`config.mk`:
```
export PLATFORM = sky130hd
export DESIGN_NAME = arm_mc_datapath_flat
export DESIGN_NICKNAME = d
export VERILOG_FILES = /design/src/rtl/arm_mc_pkg.sv /design/src/rtl/arm_mc_datapath_if.sv /design/src/rtl/arm_mc_regfile.sv /design/src/rtl/arm_mc_datapath.sv /design/src/flat_wrapper.sv
export SDC_FILE = /design/constraint.sdc
export NUM_CORES = 2
export LEC_CHECK = 0
export CAP_MARGIN = 20
export CORE_MARGIN = 3
export CORE_UTILIZATION = 28
export DETAILED_ROUTE_END_ITERATION = 8
export PLACE_DENSITY = 0.5
export SETUP_SLACK_MARGIN = 0.05
export SYNTH_ARGS = -nofsm -noshare
export SYNTH_HDL_FRONTEND = slang
export SYNTH_SLANG_ARGS = --single-unit
```
`constraint.sdc`:
```
create_clock -name clk -period 72.7 [get_ports clk]
set_input_delay 14.54 -clock clk [delete_from_list [all_inputs] [get_ports clk]]
set_output_delay 14.54 -clock clk [all_outputs]
set_load 0.02 [all_outputs]
```
`src/rtl/arm_mc_pkg.sv`:
```
// Shared encodings for the multicycle ARM datapath: control-field enums,
// the R15 index and ALU flag bit positions.
package arm_mc_pkg;

  typedef enum logic [1:0] {
    SrcAReg    = 2'b00,
    SrcAAluOut = 2'b01,
    SrcAPc     = 2'b10
  } alu_src_a_e;

  typedef enum logic [1:0] {
    SrcBReg  = 2'b00,
    SrcBImm  = 2'b01,
    SrcBFour = 2'b10
  } alu_src_b_e;

  typedef enum logic [1:0] {
    ResAluOut    = 2'b00,
    ResData      = 2'b01,
    ResAluResult = 2'b10
  } result_src_e;

  typedef enum logic [1:0] {
    ImmZe8    = 2'b00,
    ImmZe12   = 2'b01,
    ImmBranch = 2'b10,
    ImmZero   = 2'b11
  } imm_src_e;

  typedef enum logic [1:0] {
    AluAdd = 2'b00,
    AluSub = 2'b01,
    AluAnd = 2'b10,
    AluOrr = 2'b11
  } alu_ctrl_e;

  localparam logic [3:0] PC_IDX = 4'd15;

  localparam int unsigned FLAG_N = 3;
  localparam int unsigned FLAG_Z = 2;
  localparam int unsigned FLAG_C = 1;
  localparam int unsigned FLAG_V = 0;

endpackage

```
`src/rtl/arm_mc_datapath_if.sv`:
```
// Controller/memory-facing bus of the multicycle datapath. The master side
// drives control and read data; the slave (datapath) returns address, data and status.
interface arm_mc_datapath_if;
  logic        PCWrite;
  logic        MemWrite;
  logic        RegWrite;
  logic        IRWrite;
  logic        AdrSrc;
  logic [1:0]  RegSrc;
  logic [1:0]  ALUSrcA;
  logic [1:0]  ALUSrcB;
  logic [1:0]  ResultSrc;
  logic [1:0]  ImmSrc;
  logic [1:0]  ALUControl;
  logic [31:0] ReadData;
  logic [31:0] Adr;
  logic [31:0] WriteData;
  logic        MemWE;
  logic [31:0] Instr;
  logic [3:0]  ALUFlags;

  modport master (
    output PCWrite, MemWrite, RegWrite, IRWrite, AdrSrc, RegSrc, ALUSrcA, ALUSrcB,
           ResultSrc, ImmSrc, ALUControl, ReadData,
    input  Adr, WriteData, MemWE, Instr, ALUFlags
  );

  modport slave (
    input  PCWrite, MemWrite, RegWrite, IRWrite, AdrSrc, RegSrc, ALUSrcA, ALUSrcB,
           ResultSrc, ImmSrc, ALUControl, ReadData,
    output Adr, WriteData, MemWE, Instr, ALUFlags
  );
endinterface

```
`src/rtl/arm_mc_regfile.sv`:
```
// R0-R14 with two combinational reads and one synchronous write; index 15 reads
// the r15 input. ARM_MC_DATAPATH_DBG_PORT_EN adds a third read port (15 -> PC).
module arm_mc_regfile
  import arm_mc_pkg::*;
(
  input  logic        clk,
  input  logic        rst,
  input  logic        we,
  input  logic [3:0]  wa,
  input  logic [31:0] wd,
  input  logic [3:0]  ra1,
  input  logic [3:0]  ra2,
  input  logic [31:0] r15,
  output logic [31:0] rd1,
  output logic [31:0] rd2
`ifdef ARM_MC_DATAPATH_DBG_PORT_EN
  ,
  input  logic [3:0]  dbg_ra,
  input  logic [31:0] dbg_pc,
  output logic [31:0] dbg_rd
`endif
);

  logic [31:0] regs_q [15];

  // R15 has no storage; writes to it are dropped here.
  always_ff @(posedge clk or posedge rst) begin
    if (rst) begin
      for (int i = 0; i < 15; i++) begin
        regs_q[i] <= '0;
      end
    end else if (we && (wa != PC_IDX)) begin
      regs_q[wa] <= wd;
    end
  end

  assign rd1 = (ra1 == PC_IDX) ? r15 : regs_q[ra1];
  assign rd2 = (ra2 == PC_IDX) ? r15 : regs_q[ra2];

`ifdef ARM_MC_DATAPATH_DBG_PORT_EN
  assign dbg_rd = (dbg_ra == PC_IDX) ? dbg_pc : regs_q[dbg_ra];
`endif

endmodule

```
`src/rtl/arm_mc_datapath.sv`:
```
// Multicycle ARM datapath: PC/IR/Data/A/B/ALUOut, register file, extender and ALU.
// Optional debug read port enabled by ARM_MC_DATAPATH_DBG_PORT_EN.
module arm_mc_datapath
  import arm_mc_pkg::*;
#(
  parameter logic [31:0] RESET_PC = 32'h0000_0000
) (
  input  logic               clk,
  input  logic               reset,
  arm_mc_datapath_if.slave   bus
`ifdef ARM_MC_DATAPATH_DBG_PORT_EN
  ,
  input  logic [3:0]         DbgRA,
  output logic [31:0]        DbgRD
`endif
);

  logic [31:0] pc_q, ir_q, data_q, a_q, b_q, alu_out_q;
  logic [31:0] rd1, rd2, ext_imm, src_a, src_b, b_op, alu_result, result;
  logic [32:0] sum;
  logic [3:0]  ra1, ra2;
  logic        is_sub, carry, ovf;

  always_ff @(posedge clk or posedge reset) begin
    if (reset) begin
      pc_q      <= RESET_PC;
      ir_q      <= '0;
      data_q    <= '0;
      a_q       <= '0;
      b_q       <= '0;
      alu_out_q <= '0;
    end else begin
      if (bus.PCWrite) pc_q <= result;
      if (bus.IRWrite) ir_q <= bus.ReadData;
      data_q    <= bus.ReadData;
      a_q       <= rd1;
      b_q       <= rd2;
      alu_out_q <= alu_result;
    end
  end

  assign ra1 = bus.RegSrc[0] ? PC_IDX : ir_q[19:16];
  assign ra2 = bus.RegSrc[1] ? ir_q[15:12] : ir_q[3:0];

  arm_mc_regfile u_regfile (
    .clk    (clk),
    .rst    (reset),
    .we     (bus.RegWrite),
    .wa     (ir_q[15:12]),
    .wd     (result),
    .ra1    (ra1),
    .ra2    (ra2),
    .r15    (result),
    .rd1    (rd1),
    .rd2    (rd2)
`ifdef ARM_MC_DATAPATH_DBG_PORT_EN
    ,
    .dbg_ra (DbgRA),
    .dbg_pc (pc_q),
    .dbg_rd (DbgRD)
`endif
  );

  always_comb begin
    ext_imm = '0;
    unique case (imm_src_e'(bus.ImmSrc))
      ImmZe8:    ext_imm = {24'd0, ir_q[7:0]};
      ImmZe12:   ext_imm = {20'd0, ir_q[11:0]};
      ImmBranch: ext_imm = {{6{ir_q[23]}}, ir_q[23:0], 2'b00};
      ImmZero:   ext_imm = '0;
    endcase
  end

  always_comb begin
    src_a = a_q;
    case (alu_src_a_e'(bus.ALUSrcA))
      SrcAAluOut: src_a = alu_out_q;
      SrcAPc:     src_a = pc_q;
      default:    src_a = a_q;
    endcase

    src_b = 32'd4;
    case (alu_src_b_e'(bus.ALUSrcB))
      SrcBReg: src_b = b_q;
      SrcBImm: src_b = ext_imm;
      default: src_b = 32'd4;
    endcase
  end

  // SUB shares the adder: SrcA + ~SrcB + 1, so carry out means no borrow.
  always_comb begin
    is_sub     = (alu_ctrl_e'(bus.ALUControl) == AluSub);
    b_op       = is_sub ? ~src_b : src_b;
    sum        = {1'b0, src_a} + {1'b0, b_op} + {32'd0, is_sub};
    alu_result = sum[31:0];
    carry      = sum[32];
    ovf        = (src_a[31] == b_op[31]) && (sum[31] != src_a[31]);
    unique case (alu_ctrl_e'(bus.ALUControl))
      AluAnd: begin
        alu_result = src_a & src_b;
        carry      = 1'b0;
        ovf        = 1'b0;
      end
      AluOrr: begin
        alu_result = src_a | src_b;
        carry      = 1'b0;
        ovf        = 1'b0;
      end
      default: ;
    endcase
  end

  always_comb begin
    result = alu_out_q;
    case (result_src_e'(bus.ResultSrc))
      ResData:      result = data_q;
      ResAluResult: result = alu_result;
      default:      result = alu_out_q;
    endcase
  end

  always_comb begin
    bus.ALUFlags         = '0;
    bus.ALUFlags[FLAG_N] = alu_result[31];
    bus.ALUFlags[FLAG_Z] = (alu_result == 32'd0);
    bus.ALUFlags[FLAG_C] = carry;
    bus.ALUFlags[FLAG_V] = ovf;
  end

  assign bus.Adr       = bus.AdrSrc ? result : pc_q;
  assign bus.WriteData = b_q;
  assign bus.MemWE     = bus.MemWrite;
  assign bus.Instr     = ir_q;

endmodule

```
`src/flat_wrapper.sv`:
```
// flat-port wrapper written by rule: the top's interface ports become plain ports
module arm_mc_datapath_flat import arm_mc_pkg::*;
#(
  parameter logic [31:0] RESET_PC = 32'h0000_0000
)
  (clk, reset, bus_PCWrite, bus_MemWrite, bus_RegWrite, bus_IRWrite, bus_AdrSrc, bus_RegSrc, bus_ALUSrcA, bus_ALUSrcB, bus_ResultSrc, bus_ImmSrc, bus_ALUControl, bus_ReadData, bus_Adr, bus_WriteData, bus_MemWE, bus_Instr, bus_ALUFlags);
  arm_mc_datapath_if bus_i ();
  input  logic clk;
  input  logic reset;
  input wire logic [$bits(bus_i.PCWrite)-1:0] bus_PCWrite;
  input wire logic [$bits(bus_i.MemWrite)-1:0] bus_MemWrite;
  input wire logic [$bits(bus_i.RegWrite)-1:0] bus_RegWrite;
  input wire logic [$bits(bus_i.IRWrite)-1:0] bus_IRWrite;
  input wire logic [$bits(bus_i.AdrSrc)-1:0] bus_AdrSrc;
  input wire logic [$bits(bus_i.RegSrc)-1:0] bus_RegSrc;
  input wire logic [$bits(bus_i.ALUSrcA)-1:0] bus_ALUSrcA;
  input wire logic [$bits(bus_i.ALUSrcB)-1:0] bus_ALUSrcB;
  input wire logic [$bits(bus_i.ResultSrc)-1:0] bus_ResultSrc;
  input wire logic [$bits(bus_i.ImmSrc)-1:0] bus_ImmSrc;
  input wire logic [$bits(bus_i.ALUControl)-1:0] bus_ALUControl;
  input wire logic [$bits(bus_i.ReadData)-1:0] bus_ReadData;
  output wire logic [$bits(bus_i.Adr)-1:0] bus_Adr;
  output wire logic [$bits(bus_i.WriteData)-1:0] bus_WriteData;
  output wire logic [$bits(bus_i.MemWE)-1:0] bus_MemWE;
  output wire logic [$bits(bus_i.Instr)-1:0] bus_Instr;
  output wire logic [$bits(bus_i.ALUFlags)-1:0] bus_ALUFlags;
  assign bus_i.PCWrite = bus_PCWrite;
  assign bus_i.MemWrite = bus_MemWrite;
  assign bus_i.RegWrite = bus_RegWrite;
  assign bus_i.IRWrite = bus_IRWrite;
  assign bus_i.AdrSrc = bus_AdrSrc;
  assign bus_i.RegSrc = bus_RegSrc;
  assign bus_i.ALUSrcA = bus_ALUSrcA;
  assign bus_i.ALUSrcB = bus_ALUSrcB;
  assign bus_i.ResultSrc = bus_ResultSrc;
  assign bus_i.ImmSrc = bus_ImmSrc;
  assign bus_i.ALUControl = bus_ALUControl;
  assign bus_i.ReadData = bus_ReadData;
  assign bus_Adr = bus_i.Adr;
  assign bus_WriteData = bus_i.WriteData;
  assign bus_MemWE = bus_i.MemWE;
  assign bus_Instr = bus_i.Instr;
  assign bus_ALUFlags = bus_i.ALUFlags;
  arm_mc_datapath #(.RESET_PC(RESET_PC)) u_core (.clk(clk), .reset(reset), .bus(bus_i));
endmodule
```
==> Word-level counts from Yosys, hierarchy flattened <==
Index checks and enable logic that the tools add are counted.
{ "word_totals": {"reg_bits": 672, "inputBits": 51, "out_inout_bits": 101} }
{ "classes": {"add_sub_neg": 2, "magnitude_cmp": 4, "eq_ne": 16, "mux": 22, "n_bitwise": 6, "n_reduce_logical": 7} }
{ "op_table": {"columns": ["cell", "count"], "rows": [
  ["$bwmux 480", 1],
  ["$mux 32", 9],
  ["$bmux 32 s4", 2],
  ["$pmux 32 s2", 4],
  ["$demux 32 s4", 1],
  ["$pmux 32 s4", 1],
  ["$add 32x32->33", 1],
  ["$add 33x1->33", 1],
  ["$and 32x32->32", 1],
  ["$logic_not 32->1", 1],
  ["$not 32->32", 1],
  ["$or 32x32->32", 1],
  ["$ge 5x5->1 const B", 3],
  ["$not 4->5", 3],
  ["$eq 2x2->1 const B", 6],
  ["$eq 2x1->1 const B", 5],
  ["$eq 4x4->1 const B", 2],
  ["$mux 4", 2],
  ["$lt 5x1->1 const B", 1],
  ["$logic_not 2->1", 2],
  ["$ne 4x4->1 const B", 1],
  ["$logic_and 1x1->1", 3],
  ["$mux 1", 2],
  ["$reduce_or 2->1", 1],
  ["2 further kinds", 2]
]} }

==> Longest topological paths before layout <==
{ "depth": {"ltp_word": 10, "ltp_mapped": 21, "depth_no_buf": 16} }

==> Hierarchy <==
Synthesis repeated with hierarchy kept, for this count alone.
{ "unflattened": {"cells_unflattened": 2878, "hier_area_um2": 37213.2} }
{ "modules_own_cells": {"columns": ["module", "instances", "cells_per_inst", "area_each_um2", "seq_area_each_um2"], "rows": [
  ["arm_mc_regfile", 1, 1797, 26173.9, 12011.5],
  ["arm_mc_datapath", 1, 1081, 11039.3, 4804.6]
]} }

==> Least setup slack after synthesis <==
No wires, ideal clock.
{ "synth_path": {"kind": "input to output", "startpoint": "input bus_ALUControl[1]", "endpoint": "output bus_ALUFlags[2]", "arrival_ps": 19390, "t_required_ps": 58160, "path_slack_ps": 38770, "path_stages": 19, "path_cell_list": "clkbuf_1 clkbuf_1 clkbuf_1 clkbuf_1 nor2_1 buf_1 nand2_1 o21ai_0 fa_1 a21o_1 a221oi_2 o21a_1 o21ai_0 a31oi_1 xor2_1 o21ai_0 or3_1 or4_1 nor4_2"} }
{ "synth_via": {"elab_chain_len": 6, "word_cells_on_any_way": 8, "classes_between": "add/sub (2); eq/ne (3); mux (2); reduce/logical (1)"} }
{ "synth_lines": {"columns": ["item", "line_no", "source"], "rows": [
  ["start: declaration", "flat_wrapper.sv:20", "input wire logic [$bits(bus_i.ALUControl)-1:0] bus_ALUControl;"],
  ["$eq 2x1->1", "arm_mc_datapath.sv:92", "is_sub = (alu_ctrl_e'(bus.ALUControl) == AluSub);"],
  ["$mux 32", "arm_mc_datapath.sv:93", "b_op = is_sub ? ~src_b : src_b;"],
  ["$add 32x32->33", "arm_mc_datapath.sv:94", "sum = {1'b0, src_a} + {1'b0, b_op} + {32'd0, is_sub};"],
  ["$add 33x1->33", "arm_mc_datapath.sv:94", null],
  ["$pmux 32 s2 *", "arm_mc_datapath.sv:98", "unique case (alu_ctrl_e'(bus.ALUControl))"],
  ["named net u_core.alu_result[26]", "arm_mc_datapath.sv:19", "logic [31:0] rd1, rd2, ext_imm, src_a, src_b, b_op, alu_result, result;"],
  ["$logic_not 32->1 *", "arm_mc_datapath.sv:125", "bus.ALUFlags[FLAG_Z] = (alu_result == 32'd0);"],
  ["end: declaration", "flat_wrapper.sv:26", "output wire logic [$bits(bus_i.ALUFlags)-1:0] bus_ALUFlags;"]
]} }
The timed path passes the listed nets; every way through them passes the cells marked *.

==> Final worst setup path <==
{ "layout_path": {"startpoint": "input bus_ALUSrcB[1]", "endpoint": "output bus_Adr[23]"} }
{ "layout_via": {"elab_chain_len": 9, "word_cells_on_any_way": 12, "classes_between": "add/sub (2); eq/ne (1); mux (5); bitwise (3); reduce/logical (1)"} }
{ "layout_lines": {"columns": ["item", "line_no", "source"], "rows": [
  ["start: declaration", "flat_wrapper.sv:17", "input wire logic [$bits(bus_i.ALUSrcB)-1:0] bus_ALUSrcB;"],
  ["$eq 2x1->1 or $logic_not 2->1 (tied branches)", "arm_mc_datapath.sv:83", "case (alu_src_b_e'(bus.ALUSrcB))"],
  ["$pmux 32 s2 *", "arm_mc_datapath.sv:83", null],
  ["$not 32->32", "arm_mc_datapath.sv:93", null],
  ["$mux 32", "arm_mc_datapath.sv:93", null],
  ["$add 32x32->33", "arm_mc_datapath.sv:94", null],
  ["$add 33x1->33", "arm_mc_datapath.sv:94", null],
  ["$pmux 32 s2 *", "arm_mc_datapath.sv:98", null],
  ["named net u_core.alu_result[23]", "arm_mc_datapath.sv:19", null],
  ["$pmux 32 s2 *", "arm_mc_datapath.sv:115", "case (result_src_e'(bus.ResultSrc))"],
  ["$mux 32 *", "arm_mc_datapath.sv:130", "assign bus.Adr = bus.AdrSrc ? result : pc_q;"],
  ["end: declaration", "flat_wrapper.sv:22", "output wire logic [$bits(bus_i.Adr)-1:0] bus_Adr;"]
]} }
Marked as above.

==> flow_metrics.env <==
export IMPL_ys_warnings_count=0
export IMPL_ys_seq_area_frac=0.460
export IMPL_fin_crit_ps=35750
export IMPL_yosys_area_top_type="dfrtp_1"
export IMPL_ys_ff_latch=672
export IMPL_worst_ep_required_time_ps=58160
export IMPL_cts_setup_buffers=0
export IMPL_ys_top_cells_by_count="nand2_1, dfrtp_1, o21ai_0, clkbuf_1, nand3_1"
export IMPL_routed_wl_um=151000
export IMPL_crit_path_max_incr_delay_ps=1020
export IMPL_worstMarginPinSlew_ps=1200
export IMPL_yosysTopAreaCellShare=0.460
export IMPL_hp_start="u_core.u_regfile.regs_q[132]$_DFFE_PP0P_"
export IMPL_grt_max_degree=122
export IMPL_power_clock_fraction=0.267
export IMPL_p_int_mw=0.923
export IMPL_die_area_um2=135000
export IMPL_drt_iter0_markers=3271
export IMPL_crit_chain="clkdlybuf4s50_1 -> and4bb_1 -> a221oi_1 -> nor3_1 -> xnor2_1 -> ha_1 -> a21oi_1 -> o21ai_0 -> nand3_1 -> a31oi_1 -> o21a_1 -> a2111oi_2 -> a211oi_1 -> a22oi_1 -> o21ai_2 -> mux2_2 -> clkdlybuf4s50_1"
export IMPL_avgSynthCellArea_um2=8.74
export IMPL_seqCellArea_um2=16800
export IMPL_power_density_nw_per_um2=35.4
export IMPL_start_kind="input pin"
export IMPL_swShare=0.384
export IMPL_endpoint_kind="primary output"
export IMPL_setup_viol=0
export IMPL_n_fill_cell=13400
export IMPL_slew_violations=0
export IMPL_cp_slowest_cell="and4bb_1"
export IMPL_postCtsHoldBufs=0
export IMPL_antenna_found_initial=6
export IMPL_finalSetupTns_ps=0
export IMPL_clk_pin_slew_worst_paths_ps=50
export IMPL_place_congestion=0.921
export IMPL_dp_hpwl_um=91300
export IMPL_die_x_um=367
export IMPL_synth_top_cells_by_area="dfrtp_1, nand2_1, o21ai_0"
export IMPL_rsz0062_at_grt="false"
export IMPL_post_synth_top_count_cell="nand2_1"
export IMPL_slew_headroom=0.185
export IMPL_fmax_mhz=28.0
export IMPL_synth_cell_types=83
export IMPL_via_per_inst=5.46
export IMPL_critPathMaxFanout=19
export IMPL_dr_total_vias=32400
export IMPL_cts_sinks=672
export IMPL_grt_pass1_vias=31400
export IMPL_die_h_um=367
export IMPL_drtAntennaViolNets=0
export IMPL_globalRouteTotalUtil=0.218
export IMPL_hp_class="reg -> reg"
export IMPL_layout_setup_ws_ps=36950
export IMPL_dr_pass1_iters=6
export IMPL_diodes=0
export IMPL_pwr_share_comb=0.323
export IMPL_status="finished clean"
export IMPL_cts_made_buffers=76
export IMPL_grt_ovfl_total=0
export IMPL_syn_area_um2=36500
export IMPL_finalClockSkew_ps=28.2
export IMPL_hold_viol_final=0
export IMPL_power_leakage_nw=18.1
export IMPL_nNetsFinal=4228
export IMPL_detail_route_wl_per_cell_um=25.5
export IMPL_multi_input_area_um2=18300
export IMPL_critPathKind="in -> out"
export IMPL_synthArstFlopShare=1.00
export IMPL_ios=152
export IMPL_path_common_cell="clkdlybuf4s50_1"
export IMPL_layout_drive_gt1_share=0.0998
export IMPL_syn_nets=4265
export IMPL_synth_enable_flop_cells=0
export IMPL_area_growth_pct=16.0
export IMPL_cts_root_buffer="clkbuf_16"
export IMPL_grt_pass1_wl_um=221000
export IMPL_synthCells=4178
export IMPL_seq_power_share=0.409
export IMPL_core_area_um2=129000
export IMPL_drc=0
export IMPL_power_net_switching_mw=0.575
export IMPL_htree_levels=3
export IMPL_clock_latency_ps=650
export IMPL_clock_path_buffers=3
export IMPL_r2r_setup_slack_ps=67670
export IMPL_cap_violations=0
export IMPL_cp_arrival_ps=21210
export IMPL_cts_resized=0
export IMPL_cp_startpoint="bus_ALUSrcB[1]"
export IMPL_row_count=131
export IMPL_ir_drop_uv=21.1
export IMPL_cts_tree="done"
export IMPL_fin_crit_sh=0.492
export IMPL_r2r_start="u_core.bus.Instr[5]$_DFFE_PP0P_"
export IMPL_place_ws_ps=36960
export IMPL_synth_ff_type="dfrtp_1"
export IMPL_start_util=0.284
export IMPL_portBuffers=149
## kinds of logic after synthesis
logic type | after synthesis | share of synthesized area
xor gates and xnor gates | 42 | 0.0101
AOI/OAI and AO/OA | 1144 | 0.190
and+or+nand+nor | 1473 | 0.168
DFF | 672 | 0.460
muxes | 358 | 0.107
buffers and inverters | 427 | 0.0448
adders and majority gates | 62 | 0.0197
## routing by layer
metal | up-vias | GRT usage | part of all wire
met5 | - | 0 | 0.00061
met3 | 258 | 0.0375 | 0.074
met4 | 8 | 0.0772 | 0.034
met1 | 16100 | 0.293 | 0.43
li1 | 14700 | - | -
met2 | 1343 | 0.352 | 0.46
## flip-flops by register name (all words and copies together) (netlist names)
name,flops
u_core.u_regfile.regs_q,480
u_core.pc_q,32
u_core.a_q,32
u_core.alu_out_q,32
u_core.bus.Instr,32
u_core.bus.WriteData,32
u_core.data_q,32
## worst max-delay path, delay by kind of cell
kind                     cells  cell delay [ps]
AO/OA/AOI/OAI                9             2960
adder cells (fa/ha/maj)      1              380
AND/OR/NAND/NOR              3             1560
XOR/XNOR                     1              120
buffers and inverters        2             1330
multiplexers                 1              300
## area by class of cell
| class | instances | share of cell area |
|---|---|---|
| tap | 1729 | 0.0511 |
| multi-input combinational | 3079 | 0.431 |
| sequential | 672 | 0.397 |
| inverter | 55 | 0.00505 |
| timing repair buffer | 257 | 0.0551 |
| clock buffer | 112 | 0.0533 |
| clock inverter | 23 | 0.00697 |
## final timing paths
kind | end | cells past startpoint
setup / recovery | bus_Adr[23] | 17
hold / removal | u_core.u_regfile.regs_q[132]$_DFFE_PP0P_ | 2
setup reg to reg | u_core.u_regfile.regs_q[284]$_DFFE_PP0P_ | 15
min in group asynchronous | u_core.bus.Instr[26]$_DFFE_PP0P_ | 2
hold reg to reg | u_core.u_regfile.regs_q[132]$_DFFE_PP0P_ | 2
max in group asynchronous | u_core.u_regfile.regs_q[385]$_DFFE_PP0P_ | 5
## layout by cell type, fill, tap and decap left out, drive strengths merged, types with 23 or more instances in the layout
cell type	instances
nor3	53
a21oi	185
maj3	26
o221ai	44
a311oi	34
a211oi	25
ha	35
buf	112
nand2	1021
a221o	25
clkdlybuf4s50	145
o21ai	577
o22ai	32
mux2i	226
clkbuf	112
inv	55
a221oi	23
dfrtp	672
nor2	88
a31oi	32
a22oi	44
o2111ai	26
xnor2	36
nand3	232
mux2	117
## power groups by stage
stage	Combinational (mW)	Sequential, mW	Clock, mW
after floorplan	0.317	0.586	0
after global placement	0.473	0.614	0
after detailed placement	0.479	0.615	0
after CTS	0.480	0.609	0.408
after global routing	0.535	0.629	0.423
final	0.484	0.613	0.401
## metrics by stage
step,power [mW],hold WS (ps),util,instances,cell area [um^2]
6_report,1.50,499,0.330,5927,42400
5_1_grt,1.59,521,0.330,5927,42400
4_1_cts,1.50,504,0.329,5925,42300
3_5_place_dp,1.09,489,0.309,5790,39800
3_3_place_gp,1.09,476,0.309,5790,39800
2_1_floorplan,0.903,461,-,4178,36500
Note: power is estimated with default switching activity, not from simulation.
